===== src/rtl/regfile_dump_reader_pkg.sv =====
// Shared definitions for the register-file dump reader.
// Holds the dump FSM state encoding and the fixed byte and address widths.
// No ports. Imported by the interface, the serializer and the top.
package regfile_dump_reader_pkg;

  localparam int BYTE_WIDTH    = 8;
  localparam int RF_ADDR_WIDTH = 5;

  typedef enum logic [1:0] {
    ST_IDLE = 2'd0,
    ST_LOAD = 2'd1,
    ST_SEND = 2'd2,
    ST_DONE = 2'd3
  } state_e;

endpackage


===== src/rtl/regfile_dump_reader_if.sv =====
// Bus bundle between the dump reader, the regfile debug read port and the TX path.
// Signals: rf_addr/rf_data form the regfile read port; tx_data/tx_valid/tx_ready form the byte stream.
// Modports: master = dump reader side, slave = regfile + transmitter side.
interface regfile_dump_reader_if #(
  parameter int DATA_WIDTH = 32
) ();
  import regfile_dump_reader_pkg::*;

  logic [RF_ADDR_WIDTH-1:0] rf_addr;
  logic [DATA_WIDTH-1:0]    rf_data;
  logic [BYTE_WIDTH-1:0]    tx_data;
  logic                     tx_valid;
  logic                     tx_ready;

  modport master (
    output rf_addr,
    input  rf_data,
    output tx_data,
    output tx_valid,
    input  tx_ready
  );

  modport slave (
    input  rf_addr,
    output rf_data,
    input  tx_data,
    input  tx_valid,
    output tx_ready
  );

endinterface


===== src/rtl/regfile_dump_reader_word_serializer.sv =====
// Purpose: holds one register word and emits it LSB-first as bytes over valid/ready.
// Latency: tx_valid rises the cycle after i_load; one byte per accepted handshake.
// Backpressure: valid and data hold until i_tx_ready; never retracted.
// Ports: clk, i_rst (async, active-high), i_load/i_word (capture), o_tx_data/o_tx_valid/i_tx_ready
// (byte stream), o_word_done (handshake of the final byte of the word, combinational).
module regfile_dump_reader_word_serializer
  import regfile_dump_reader_pkg::*;
#(
  parameter int DATA_WIDTH = 32
) (
  input  logic                  clk,
  input  logic                  i_rst,
  input  logic                  i_load,
  input  logic [DATA_WIDTH-1:0] i_word,
  output logic [BYTE_WIDTH-1:0] o_tx_data,
  output logic                  o_tx_valid,
  input  logic                  i_tx_ready,
  output logic                  o_word_done
);

  localparam int BYTES = DATA_WIDTH / BYTE_WIDTH;
  localparam int CNT_W = (BYTES > 1) ? $clog2(BYTES) : 1;
  localparam logic [CNT_W-1:0] LAST_IDX = CNT_W'(BYTES - 1);

  logic [DATA_WIDTH-1:0] shreg_q, shreg_d;
  logic [CNT_W-1:0]      cnt_q, cnt_d;
  logic                  valid_q, valid_d;
  logic                  fire;
  logic                  last_byte;

  assign fire        = valid_q & i_tx_ready;
  assign last_byte   = (cnt_q == LAST_IDX);
  assign o_word_done = fire & last_byte;

  always_comb begin
    shreg_d = shreg_q;
    cnt_d   = cnt_q;
    valid_d = valid_q;
    if (i_load) begin
      shreg_d = i_word;
      cnt_d   = '0;
      valid_d = 1'b1;
    end else if (fire) begin
      // Next byte moves into the low lane; the emptied top fills with zeros.
      shreg_d = shreg_q >> BYTE_WIDTH;
      if (last_byte) begin
        cnt_d   = '0;
        valid_d = 1'b0;
      end else begin
        cnt_d = cnt_q + CNT_W'(1);
      end
    end
  end

  always_ff @(posedge clk or posedge i_rst) begin
    if (i_rst) begin
      shreg_q <= '0;
      cnt_q   <= '0;
      valid_q <= 1'b0;
    end else begin
      shreg_q <= shreg_d;
      cnt_q   <= cnt_d;
      valid_q <= valid_d;
    end
  end

  assign o_tx_data  = shreg_q[BYTE_WIDTH-1:0];
  assign o_tx_valid = valid_q;

endmodule


===== src/rtl/regfile_dump_reader.sv =====
// Purpose: on i_start, walks regfile addresses 0..NREGS-1 and streams each word LSB-first as bytes.
// Latency: first byte valid two cycles after i_start; one LOAD cycle between words; o_done one cycle after the last handshake.
// Backpressure: bus.tx_ready low stalls indefinitely, byte held stable, nothing lost or repeated.
// Ports: clk, i_rst (async, active-high), i_start (sampled in IDLE only), o_busy (not IDLE),
// o_done (one-cycle pulse), bus (master: rf_addr/rf_data read port, tx_data/tx_valid/tx_ready stream).
module regfile_dump_reader
  import regfile_dump_reader_pkg::*;
#(
  parameter int DATA_WIDTH = 32,
  parameter int NREGS      = 32
) (
  input  logic                  clk,
  input  logic                  i_rst,
  input  logic                  i_start,
  output logic                  o_busy,
  output logic                  o_done,
  regfile_dump_reader_if.master bus
);

  if ((DATA_WIDTH % BYTE_WIDTH) != 0 || DATA_WIDTH < BYTE_WIDTH || NREGS < 1 || NREGS > 32) begin : g_param_chk
    $error("regfile_dump_reader: DATA_WIDTH must be a nonzero multiple of 8 and NREGS in 1..32");
  end

  localparam logic [RF_ADDR_WIDTH-1:0] LAST_ADDR = RF_ADDR_WIDTH'(NREGS - 1);

  state_e                   state_q;
  logic [RF_ADDR_WIDTH-1:0] rf_addr_q;
  logic                     busy_q;
  logic                     done_q;
  logic                     word_done;

  regfile_dump_reader_word_serializer #(
    .DATA_WIDTH (DATA_WIDTH)
  ) u_ser (
    .clk         (clk),
    .i_rst       (i_rst),
    .i_load      (state_q == ST_LOAD),
    .i_word      (bus.rf_data),
    .o_tx_data   (bus.tx_data),
    .o_tx_valid  (bus.tx_valid),
    .i_tx_ready  (bus.tx_ready),
    .o_word_done (word_done)
  );

  // busy/done are registered alongside the state so they change on the same edge as it.
  always_ff @(posedge clk or posedge i_rst) begin
    if (i_rst) begin
      state_q   <= ST_IDLE;
      rf_addr_q <= '0;
      busy_q    <= 1'b0;
      done_q    <= 1'b0;
    end else begin
      done_q <= 1'b0;
      case (state_q)
        ST_IDLE: begin
          if (i_start) begin
            rf_addr_q <= '0;
            busy_q    <= 1'b1;
            state_q   <= ST_LOAD;
          end
        end
        ST_LOAD: begin
          state_q <= ST_SEND;
        end
        ST_SEND: begin
          if (word_done) begin
            if (rf_addr_q == LAST_ADDR) begin
              done_q  <= 1'b1;
              state_q <= ST_DONE;
            end else begin
              rf_addr_q <= rf_addr_q + RF_ADDR_WIDTH'(1);
              state_q   <= ST_LOAD;
            end
          end
        end
        ST_DONE: begin
          busy_q  <= 1'b0;
          state_q <= ST_IDLE;
        end
        default: begin
          busy_q  <= 1'b0;
          state_q <= ST_IDLE;
        end
      endcase
    end
  end

  assign bus.rf_addr = rf_addr_q;
  assign o_busy      = busy_q;
  assign o_done      = done_q;

endmodule


===== src/flat_wrapper.sv =====
// flat-port wrapper written by rule: the top's interface ports become plain ports
module regfile_dump_reader_flat import regfile_dump_reader_pkg::*;
#(
  parameter int DATA_WIDTH = 32,
  parameter int NREGS      = 32
)
  (clk, i_rst, i_start, o_busy, o_done, bus_rf_addr, bus_rf_data, bus_tx_data, bus_tx_valid, bus_tx_ready);
  regfile_dump_reader_if #(.DATA_WIDTH(DATA_WIDTH)) bus_i ();
  input  logic clk;
  input  logic i_rst;
  input  logic i_start;
  output logic o_busy;
  output logic o_done;
  output wire logic [$bits(bus_i.rf_addr)-1:0] bus_rf_addr;
  input wire logic [$bits(bus_i.rf_data)-1:0] bus_rf_data;
  output wire logic [$bits(bus_i.tx_data)-1:0] bus_tx_data;
  output wire logic [$bits(bus_i.tx_valid)-1:0] bus_tx_valid;
  input wire logic [$bits(bus_i.tx_ready)-1:0] bus_tx_ready;
  assign bus_rf_addr = bus_i.rf_addr;
  assign bus_i.rf_data = bus_rf_data;
  assign bus_tx_data = bus_i.tx_data;
  assign bus_tx_valid = bus_i.tx_valid;
  assign bus_i.tx_ready = bus_tx_ready;
  regfile_dump_reader #(.DATA_WIDTH(DATA_WIDTH), .NREGS(NREGS)) u_core (.clk(clk), .i_rst(i_rst), .i_start(i_start), .o_busy(o_busy), .o_done(o_done), .bus(bus_i));
endmodule

===== config.mk =====
export PLATFORM = sky130hd
export DESIGN_NAME = regfile_dump_reader_flat
export DESIGN_NICKNAME = d
export VERILOG_FILES = /design/src/rtl/regfile_dump_reader_pkg.sv /design/src/rtl/regfile_dump_reader_if.sv /design/src/rtl/regfile_dump_reader_word_serializer.sv /design/src/rtl/regfile_dump_reader.sv /design/src/flat_wrapper.sv
export SDC_FILE = /design/constraint.sdc
export NUM_CORES = 1
export LEC_CHECK = 0
export ABC_AREA = 0
export CAP_MARGIN = 20
export CELL_PAD_IN_SITES_DETAIL_PLACEMENT = 0
export CELL_PAD_IN_SITES_GLOBAL_PLACEMENT = 1
export CORE_UTILIZATION = 37
export CTS_CLUSTER_DIAMETER = 150
export CTS_CLUSTER_SIZE = 28
export DETAILED_ROUTE_END_ITERATION = 8
export GPL_TIMING_DRIVEN = 1
export PLACE_DENSITY = 0.82
export SLEW_MARGIN = 15
export SYNTH_ARGS = -nofsm -noshare
export SYNTH_HDL_FRONTEND = slang
export SYNTH_SLANG_ARGS = --single-unit
export TNS_END_PERCENT = 50

===== constraint.sdc =====
create_clock -name clk -period 2.55 [get_ports clk]
set_clock_uncertainty 0.2 [all_clocks]
set_input_delay 0.3825 -clock clk [delete_from_list [all_inputs] [get_ports clk]]
set_output_delay 0.3825 -clock clk [all_outputs]
set_load 0.005 [all_outputs]

==> results.sh, run 1 <==
export IMPL_rsz0062_at_grt="false"
export IMPL_grt_use_total=0.149
export IMPL_outcome="finished clean"
export IMPL_clockBufferDepth=2
export IMPL_htreeDepth=2
export IMPL_hold_class="input pin to asynchronous set/reset pin"
export IMPL_hold_violations=0
export IMPL_syn_area_um2=2040
export IMPL_grt_pass1_vias=1351
export IMPL_cts_hold_buffers=0
export IMPL_ctsResizeCount=0
export IMPL_async_reset_ff_frac=1.00
export IMPL_yosys_top_cells_area="dfrtp_1, mux2i_1, o21ai_0"
export IMPL_power_density_nw_per_um2=918
export IMPL_total_leakage_power_nw=1.22
export IMPL_endpoint_kind="register"
export IMPL_hpwl_um=2730
export IMPL_yosysWarnings=0
export IMPL_viasPerCell=4.91
export IMPL_synth_cells=184
export IMPL_hold_ws_ns=0.199
export IMPL_synth_top_cell_by_area="dfrtp_1"
export IMPL_synth_top_area_frac=0.541
export IMPL_slew_viol_final=0
export IMPL_dieWidth_um=76.2
export IMPL_die_area_um2=5810
export IMPL_clock_fmax_ghz=0.478
export IMPL_wl_per_cell_um=13.0
export IMPL_clkLatencyLatePin_ns=0.29
export IMPL_areaGrowthSynthToFinish_pct=30.1
export IMPL_grt_ovfl_total=0
export IMPL_drt_first_pass_iters=4
export IMPL_grt_pass1_wl_um=6690
export IMPL_setup_viol=0
export IMPL_drive_gt1_frac=0.0619
export IMPL_synth_ff_type="dfrtp_1"
export IMPL_cap_violations=0
export IMPL_clkSinkCount=44
export IMPL_vias=1452
export IMPL_ys_ff_latch=44
export IMPL_fin_nets=264
export IMPL_slew_headroom=0.677
export IMPL_num_antenna_cells=0
export IMPL_num_rows=26
export IMPL_core_area_um2=5200
export IMPL_numCtsBuffers=5
export IMPL_route_detailed_drc=0
export IMPL_port_buffers=51
export IMPL_die_height_um=76.2
export IMPL_final_common_cell="clkdlybuf4s50_1"
export IMPL_cts_root_buf="clkbuf_8"
export IMPL_worst_ep_arrival_time_ns=2.07
export IMPL_first_iter_violations=51
export IMPL_required_ns=2.53
export IMPL_crit_type="register to register"
export IMPL_cts_tree="done"
export IMPL_avgSynthCellArea_um2=11.1
export IMPL_crit_fanout=6
export IMPL_critPathLaunchType="register"
export IMPL_clkSlewWorstSetupHoldPaths_ns=0.08
export IMPL_yosysUniqueCellTypes=28
export IMPL_grt_antenna_before_repair=0
export IMPL_gp_congestion=0.775
export IMPL_fillers=491
export IMPL_final_cell_mix="clkdlybuf4s50_1, dfrtp_1, o21ai_0"
export IMPL_period_needed_ns=2.09
export IMPL_io_pins=52
export IMPL_syn_num_nets=223
export IMPL_initial_core_util=0.391
export IMPL_ys_seq_area_frac=0.541
export IMPL_synth_edff_count=0
export IMPL_worst_pin_slew_ns=0.484
export IMPL_cts_setup_buffers=0
export IMPL_finalSetupTns_ns=0
export IMPL_wl_um=3850
export IMPL_vdd_drop_max_uv=407
export IMPL_fin_crit_sh=0.821
export IMPL_grt_max_degree=59
export IMPL_drtAntennaViolNets=0
-- flip-flops by register name, summed over array words and instances (netlist names) --
name and flops:
u_core.bus.rf_addr 5, u_core.o_busy 1, u_core.o_done 1, u_core.state_q 2, u_core.u_ser.cnt_q 2, u_core.u_ser.o_tx_valid 1, u_core.u_ser.shreg_q 32
-- critical path: stages, from the launching register on --
cell and delay, ns:
dfrtp_1 0.43, ha_1 0.24, and3_1 0.19, ha_1 0.24, a221o_1 0.40, mux2_4 0.27
-- power breakdown --
part	internal (mW)	switching [mW]	total [mW]
clock network	0.291	0.223	0.514
logic	0.432	0.355	0.787
registers	0.952	0.180	1.13
-- logic make-up (layout without fill, tap and decap cells) --
logic type	count (synthesis)	after routing	share of synthesized area
compound gates	48	48	0.147
fa+ha+maj	3	3	0.0184
buf+inv	23	65	0.0700
flops	44	44	0.541
mux	26	26	0.130
simple gates	40	40	0.0934
-- Yosys cell counts, types with 3 or more instances --
library cell / number
and3_1: 4
mux2i_1: 25
o21ai_0: 27
a21oi_1: 3
inv_1: 4
buf_4: 14
a22o_1: 10
nand2_1: 25
ha_1: 3
dfrtp_1: 44
a31oi_1: 3
-- path summary, 6_finish.rpt --
check	startpoint	end	slack [ns]	cells after the start
max	u_core.bus.rf_addr[0]$_DFFE_PP0P_	u_core.bus.rf_addr[0]$_DFFE_PP0P_	0.46	5
min	i_rst	u_core.u_ser.shreg_q[3]$_DFFE_PP0P_	0.20	2
max in group asynchronous	i_rst	u_core.u_ser.shreg_q[22]$_DFFE_PP0P_	1.46	3
min reg2reg	u_core.u_ser.shreg_q[28]$_DFFE_PP0P_	u_core.u_ser.shreg_q[28]$_DFFE_PP0P_	0.30	1
max reg2reg	u_core.bus.rf_addr[0]$_DFFE_PP0P_	u_core.bus.rf_addr[0]$_DFFE_PP0P_	0.46	5
min in group clk	u_core.u_ser.shreg_q[28]$_DFFE_PP0P_	u_core.u_ser.shreg_q[28]$_DFFE_PP0P_	0.30	1
-- layout make-up --
cell class | instances | area [µm²] | area share
multi-input cells | 117 | 801 | 0.302
well taps | 70 | 87.6 | 0.0331
clock inverters | 2 | 35.0 | 0.0132
flip-flops and latches | 44 | 1100 | 0.415
repair buffers | 53 | 538 | 0.203
clock buffers | 6 | 72.6 | 0.0274
inverters | 4 | 15.0 | 0.00567
-- layer usage --
| layer | up-vias | GRT usage | wire (µm) |
|---|---|---|---|
| met3 | 5 | 0.0407 | 147 |
| met1 | 685 | 0.212 | 1910 |
| met2 | 31 | 0.208 | 1720 |
| li1 | 731 | - | - |
| met5 | - | 0 | 0 |
| met4 | 0 | 0.0692 | 70 |
-- stage by stage --
stage | std cells | utilization | worst slack, ns | cell area [µm²] | power, mW
finish | 296 | 0.509 | 0.457 | 2650 | 2.43
global placement | 288 | 0.488 | 0.479 | 2540 | 1.92
global route | 296 | 0.509 | 0.401 | 2650 | 2.63
floorplan | 184 | - | 0.581 | 2040 | 1.71
CTS | 296 | 0.509 | 0.461 | 2650 | 2.47
detailed placement | 288 | 0.488 | 0.440 | 2540 | 1.95
(Power assumes the default switching activity.)
==> run 2: changes to the inputs <==
- clock period: 2.55 -> 2.05 ns (I/O delays scaled with it)
==> run 2 against run 1 <==
Non-clock buffer count grew 6. Combinational power grew 35%. Count of clock-buffer cells in the layout is the same. Sequential power grew 25%. Clock power grew 10%. Critical endpoint unchanged. Largest cell class unchanged.
==> results.sh, run 2 (same netlist as run 1, synthesis figures left out) <==
export IMPL_grt_ovfl_total=0
export IMPL_clkSlewWorstSetupHoldPaths_ns=0.09
export IMPL_vias=1494
export IMPL_fillers=496
export IMPL_grt_pass1_wl_um=6670
export IMPL_critical_path_max_stage_delay_ns=0.42
export IMPL_clkSinkCount=44
export IMPL_crit_top_cell="ha_1"
export IMPL_path_buf_inv=0
export IMPL_slew_viol_final=0
export IMPL_port_buffers=51
export IMPL_wl_um=4020
export IMPL_num_antenna_cells=0
export IMPL_reg2reg_setup_slack_ns=0.08
export IMPL_slew_headroom=0.755
export IMPL_total_leakage_power_nw=1.24
export IMPL_viasPerCell=4.95
export IMPL_worstRegToRegCells=5
export IMPL_die_area_um2=5810
export IMPL_initial_core_util=0.391
export IMPL_rr_endpoint="u_core.bus.rf_addr[0]$_DFFE_PP0P_"
export IMPL_route_detailed_drc=0
export IMPL_final_cell_mix="clkdlybuf4s50_1, dfrtp_1, o21ai_0"
export IMPL_gp_congestion=0.788
export IMPL_fin_crit_sh=0.961
export IMPL_fin_ws_ns=0.0802
export IMPL_worst_ep_arrival_time_ns=1.95
export IMPL_critPathLaunchType="register"
export IMPL_die_height_um=76.2
export IMPL_crit_type="register to register"
export IMPL_worst_pin_slew_ns=0.367
export IMPL_areaGrowthSynthToFinish_pct=33.0
export IMPL_hold_class="input pin to asynchronous set/reset pin"
export IMPL_wl_per_cell_um=13.3
export IMPL_ctsResizeCount=0
export IMPL_cts_setup_buffers=0
export IMPL_fin_nets=270
export IMPL_grt_use_total=0.145
export IMPL_clock_fmax_ghz=0.508
export IMPL_first_iter_violations=67
export IMPL_reg2reg_from="u_core.bus.rf_addr[1]$_DFFE_PP0P_"
export IMPL_hold_violations=0
export IMPL_cts_tree="done"
export IMPL_endpoint_kind="register"
export IMPL_instances_no_fill=302
export IMPL_core_area_um2=5200
export IMPL_cp_cell_sequence="ha_1, and3_1, ha_1, a221o_1, mux2_4"
export IMPL_clkLatencyLatePin_ns=0.29
export IMPL_cts_hold_buffers=0
export IMPL_crit_family="adder cells"
export IMPL_largest_register_ffs=32
export IMPL_drive_gt1_frac=0.0905
export IMPL_dp_cells=294
export IMPL_largest_register="u_core.u_ser.shreg_q"
export IMPL_cp_slowest_cell="dfrtp_1"
export IMPL_clockBufferDepth=2
export IMPL_final_common_cell="clkdlybuf4s50_1"
export IMPL_cap_violations=0
export IMPL_vdd_drop_max_uv=506
export IMPL_grt_pass1_vias=1401
export IMPL_drtAntennaViolNets=0
export IMPL_cts_root_buf="clkbuf_8"
export IMPL_dieWidth_um=76.2
export IMPL_power_density_nw_per_um2=1120
export IMPL_drt_first_pass_iters=4
export IMPL_period_needed_ns=1.97
export IMPL_required_ns=2.03
export IMPL_dp_slack_ns=0.0650
export IMPL_io_pins=52
export IMPL_crit_fanout=4
export IMPL_grt_antenna_before_repair=0
export IMPL_setup_viol=0
export IMPL_hpwl_um=2920
export IMPL_numCtsBuffers=5
export IMPL_grt_max_degree=60
export IMPL_outcome="finished clean"
export IMPL_finalSetupTns_ns=0
export IMPL_htreeDepth=2
export IMPL_num_rows=26
export IMPL_rsz0062_at_grt="false"
## run 2: final cells by class
cell class | instances | area (µm²) | area share
Multi-Input combinational cell | 117 | 801 | 0.295
Tap cell | 70 | 87.6 | 0.0323
Clock inverter | 2 | 15.0 | 0.00554
Sequential cell | 44 | 1100 | 0.406
Inverter | 4 | 15.0 | 0.00554
Clock buffer | 6 | 82.6 | 0.0305
Timing Repair Buffer | 59 | 608 | 0.224
## run 2: worst reg2reg max path, stage by stage (launching register included)
cell and delay, ns:
dfrtp_1 0.42, ha_1 0.23, and3_1 0.19, ha_1 0.19, a221o_1 0.36, mux2_4 0.27
## run 2: power by group
| group | leakage (nW) | switching (mW) | total [mW] | internal [mW] |
|---|---|---|---|---|
| registers | 0.568 | 0.225 | 1.41 | 1.18 |
| clock network | 0.0434 | 0.294 | 0.567 | 0.273 |
| logic | 0.631 | 0.467 | 1.06 | 0.590 |
## run 2: worst max-delay path by stage
stage / startpoint / endpoint / cells after the start
2_1_floorplan: u_core.bus.rf_addr[0]$_DFFE_PP0P_ / u_core.bus.rf_addr[0]$_DFFE_PP0P_ / 5
3_3_place_gp: u_core.bus.rf_addr[1]$_DFFE_PP0P_ / u_core.bus.rf_addr[0]$_DFFE_PP0P_ / 5
3_5_place_dp: u_core.bus.rf_addr[1]$_DFFE_PP0P_ / u_core.bus.rf_addr[0]$_DFFE_PP0P_ / 5
4_1_cts: u_core.bus.rf_addr[1]$_DFFE_PP0P_ / u_core.bus.rf_addr[0]$_DFFE_PP0P_ / 5
5_1_grt: u_core.bus.rf_addr[1]$_DFFE_PP0P_ / u_core.bus.rf_addr[0]$_DFFE_PP0P_ / 5
6_report: u_core.bus.rf_addr[1]$_DFFE_PP0P_ / u_core.bus.rf_addr[0]$_DFFE_PP0P_ / 5
## run 2: routing by layer
| metal | track usage | wire [µm] | vias up | share of wire |
|---|---|---|---|---|
| met5 | 0 | 0 | - | 0 |
| met4 | 0.0577 | 42 | 0 | 0.010 |
| met3 | 0.0299 | 123 | 2 | 0.031 |
| met2 | 0.225 | 1890 | 33 | 0.47 |
| met1 | 0.199 | 1960 | 723 | 0.49 |
| li1 | - | - | 736 | - |
## run 2: metrics by stage
| step | instance area [µm²] | power, mW | hold slack [ns] | util |
|---|---|---|---|---|
| after CTS | 2710 | 3.07 | 0.111 | 0.521 |
| after global placement | 2610 | 2.45 | 0.282 | 0.502 |
| after floorplan | 2040 | 2.12 | 0.224 | - |
| final | 2710 | 3.03 | 0.100 | 0.521 |
| after global routing | 2710 | 3.26 | 0.126 | 0.521 |
| after detailed placement | 2610 | 2.50 | 0.285 | 0.502 |
==> run 3: changes to the inputs <==
- CORE_UTILIZATION: 37 -> 39
- CTS_BUF_LIST: not set -> sky130_fd_sc_hd__clkbuf_4
- PLACE_DENSITY: 0.82 -> 0.86
==> run 3 against run 2 <==
Sequential power hardly changed. Worst hold slack worse by 0.067 ns. Setup slack better by 0.0030 ns. Sequential share of layout area is 1.1 points higher. Die area is 5.0% lower. Total power is 5.5% lower. Routed wire length is 0.47% higher. Flip-flop and latch count stayed put.
==> results.sh, run 3 (same netlist as run 1, synthesis figures left out) <==
export IMPL_vias=1495
export IMPL_fin_crit_sh=0.959
export IMPL_largest_register="u_core.u_ser.shreg_q"
export IMPL_initial_core_util=0.417
export IMPL_cts_setup_buffers=0
export IMPL_htreeDepth=2
export IMPL_gp_congestion=0.770
export IMPL_cts_root_buf="clkbuf_4"
export IMPL_power_frac_clock=0.149
export IMPL_num_antenna_cells=0
export IMPL_final_cell_mix="clkdlybuf4s50_1, dfrtp_1, o21ai_0"
export IMPL_areaGrowthSynthToFinish_pct=29.7
export IMPL_largest_register_ffs=32
export IMPL_critPathLaunchType="register"
export IMPL_clkLatencyLatePin_ns=0.36
export IMPL_post_route_util=0.541
export IMPL_grt_antenna_before_repair=0
export IMPL_reg2reg_from="u_core.bus.rf_addr[1]$_DFFE_PP0P_"
export IMPL_slew_headroom=0.698
export IMPL_final_common_cell="clkdlybuf4s50_1"
export IMPL_core_area_um2=4880
export IMPL_clkSinkCount=44
export IMPL_setup_viol=0
export IMPL_worst_pin_slew_ns=0.453
export IMPL_cts_hold_buffers=0
export IMPL_endpoint_kind="register"
export IMPL_viasPerCell=5.03
export IMPL_grt_pass1_wl_um=6530
export IMPL_slew_viol_final=0
export IMPL_fin_nets=268
export IMPL_vdd_drop_max_uv=544
export IMPL_num_rows=25
export IMPL_die_height_um=74.3
export IMPL_total_leakage_power_nw=1.21
export IMPL_io_pins=52
export IMPL_required_ns=2.10
export IMPL_hpwl_um=2820
export IMPL_port_buffers=51
export IMPL_power_density_nw_per_um2=1090
export IMPL_grt_pass1_vias=1379
export IMPL_grt_use_total=0.162
export IMPL_rr_endpoint="u_core.bus.rf_addr[0]$_DFFE_PP0P_"
export IMPL_route_detailed_drc=0
export IMPL_worstRegToRegCells=5
export IMPL_p_comb_frac=0.362
export IMPL_period_needed_ns=1.97
export IMPL_p_int_mw=1.92
export IMPL_cts_tree="done"
export IMPL_swShare=0.332
export IMPL_clkSlewWorstSetupHoldPaths_ns=0.12
export IMPL_hold_class="input pin to asynchronous set/reset pin"
export IMPL_reg2reg_setup_slack_ns=0.08
export IMPL_power_frac_seq=0.489
export IMPL_clockBufferDepth=2
export IMPL_clock_fmax_ghz=0.508
export IMPL_die_area_um2=5520
export IMPL_drt_first_pass_iters=4
export IMPL_numCtsBuffers=5
export IMPL_power_switching_mw=0.952
export IMPL_rsz0062_at_grt="false"
export IMPL_crit_type="register to register"
export IMPL_drtAntennaViolNets=0
export IMPL_wl_per_cell_um=13.6
export IMPL_dieWidth_um=74.3
export IMPL_hold_violations=0
export IMPL_worst_ep_arrival_time_ns=2.02
export IMPL_grt_max_degree=60
export IMPL_cap_violations=0
export IMPL_first_iter_violations=76
export IMPL_drive_gt1_frac=0.0870
export IMPL_wl_um=4040
export IMPL_outcome="finished clean"
export IMPL_dp_slack_ns=0.0916
export IMPL_grt_ovfl_total=0
export IMPL_fin_ws_ns=0.0831
export IMPL_finalSetupTns_ns=0
export IMPL_crit_fanout=4
## run 3: final cells by class
cell class                      count  area [µm²]
Clock inverter                      1        3.75
Tap cell                           67        83.8
Multi-Input combinational cell    117         803
Sequential cell                    44        1100
Clock buffer                        7        52.6
Timing Repair Buffer               57         581
Inverter                            4        15.0
Fill cell                         460        2240
## run 3: how the worst max path moves through the flow
stage	from	to	slack, ns	cells after the start
2_1_floorplan	u_core.bus.rf_addr[0]$_DFFE_PP0P_	u_core.bus.rf_addr[0]$_DFFE_PP0P_	0.08	5
3_3_place_gp	u_core.bus.rf_addr[1]$_DFFE_PP0P_	u_core.bus.rf_addr[0]$_DFFE_PP0P_	0.12	5
3_5_place_dp	u_core.bus.rf_addr[1]$_DFFE_PP0P_	u_core.bus.rf_addr[0]$_DFFE_PP0P_	0.09	5
4_1_cts	u_core.u_ser.o_tx_valid$_DFFE_PP0P_	bus_tx_valid	0.06	1
5_1_grt	u_core.bus.rf_addr[1]$_DFFE_PP0P_	u_core.bus.rf_addr[0]$_DFFE_PP0P_	0.03	5
6_report	u_core.bus.rf_addr[1]$_DFFE_PP0P_	u_core.bus.rf_addr[0]$_DFFE_PP0P_	0.08	5
## run 3: what timing repair did
action	in CTS	in global routing
hold endpoints to repair	0	0
setup endpoints to repair	0	3
resized for setup	0	2
## run 3: power by group through the flow
| stage | combinational (mW) | sequential, mW | clock (mW) |
|---|---|---|---|
| 6_report | 1.04 | 1.40 | 0.427 |
| 5_1_grt | 1.17 | 1.44 | 0.479 |
| 4_1_cts | 1.05 | 1.40 | 0.439 |
| 3_5_place_dp | 1.05 | 1.42 | 0 |
| 3_3_place_gp | 1.02 | 1.41 | 0 |
| 2_1_floorplan | 0.785 | 1.34 | 0 |
## run 3: per-stage QoR
| step | instance area (µm²) | power, mW | instances | hold slack, ns |
|---|---|---|---|---|
| 6_report | 2640 | 2.87 | 297 | 0.0333 |
| 5_1_grt | 2640 | 3.10 | 297 | 0.0315 |
| 4_1_cts | 2640 | 2.89 | 297 | 0.0383 |
| 3_5_place_dp | 2580 | 2.47 | 289 | 0.288 |
| 3_3_place_gp | 2580 | 2.43 | 289 | 0.284 |
| 2_1_floorplan | 2040 | 2.12 | 184 | 0.224 |
## run 3: critical path, stage by stage (launching register included)
cell and delay [ns]:
dfrtp_1 0.44, ha_2 0.20, and3_1 0.18, ha_1 0.19, a221o_1 0.39, mux2_4 0.27
## run 3: metal layers
layer	track usage	wire length, µm	vias to the layer above
met5	0	0	-
met4	0.0776	76	0
met3	0.0434	184	7
met2	0.234	1800	42
met1	0.226	1980	712
li1	-	-	734
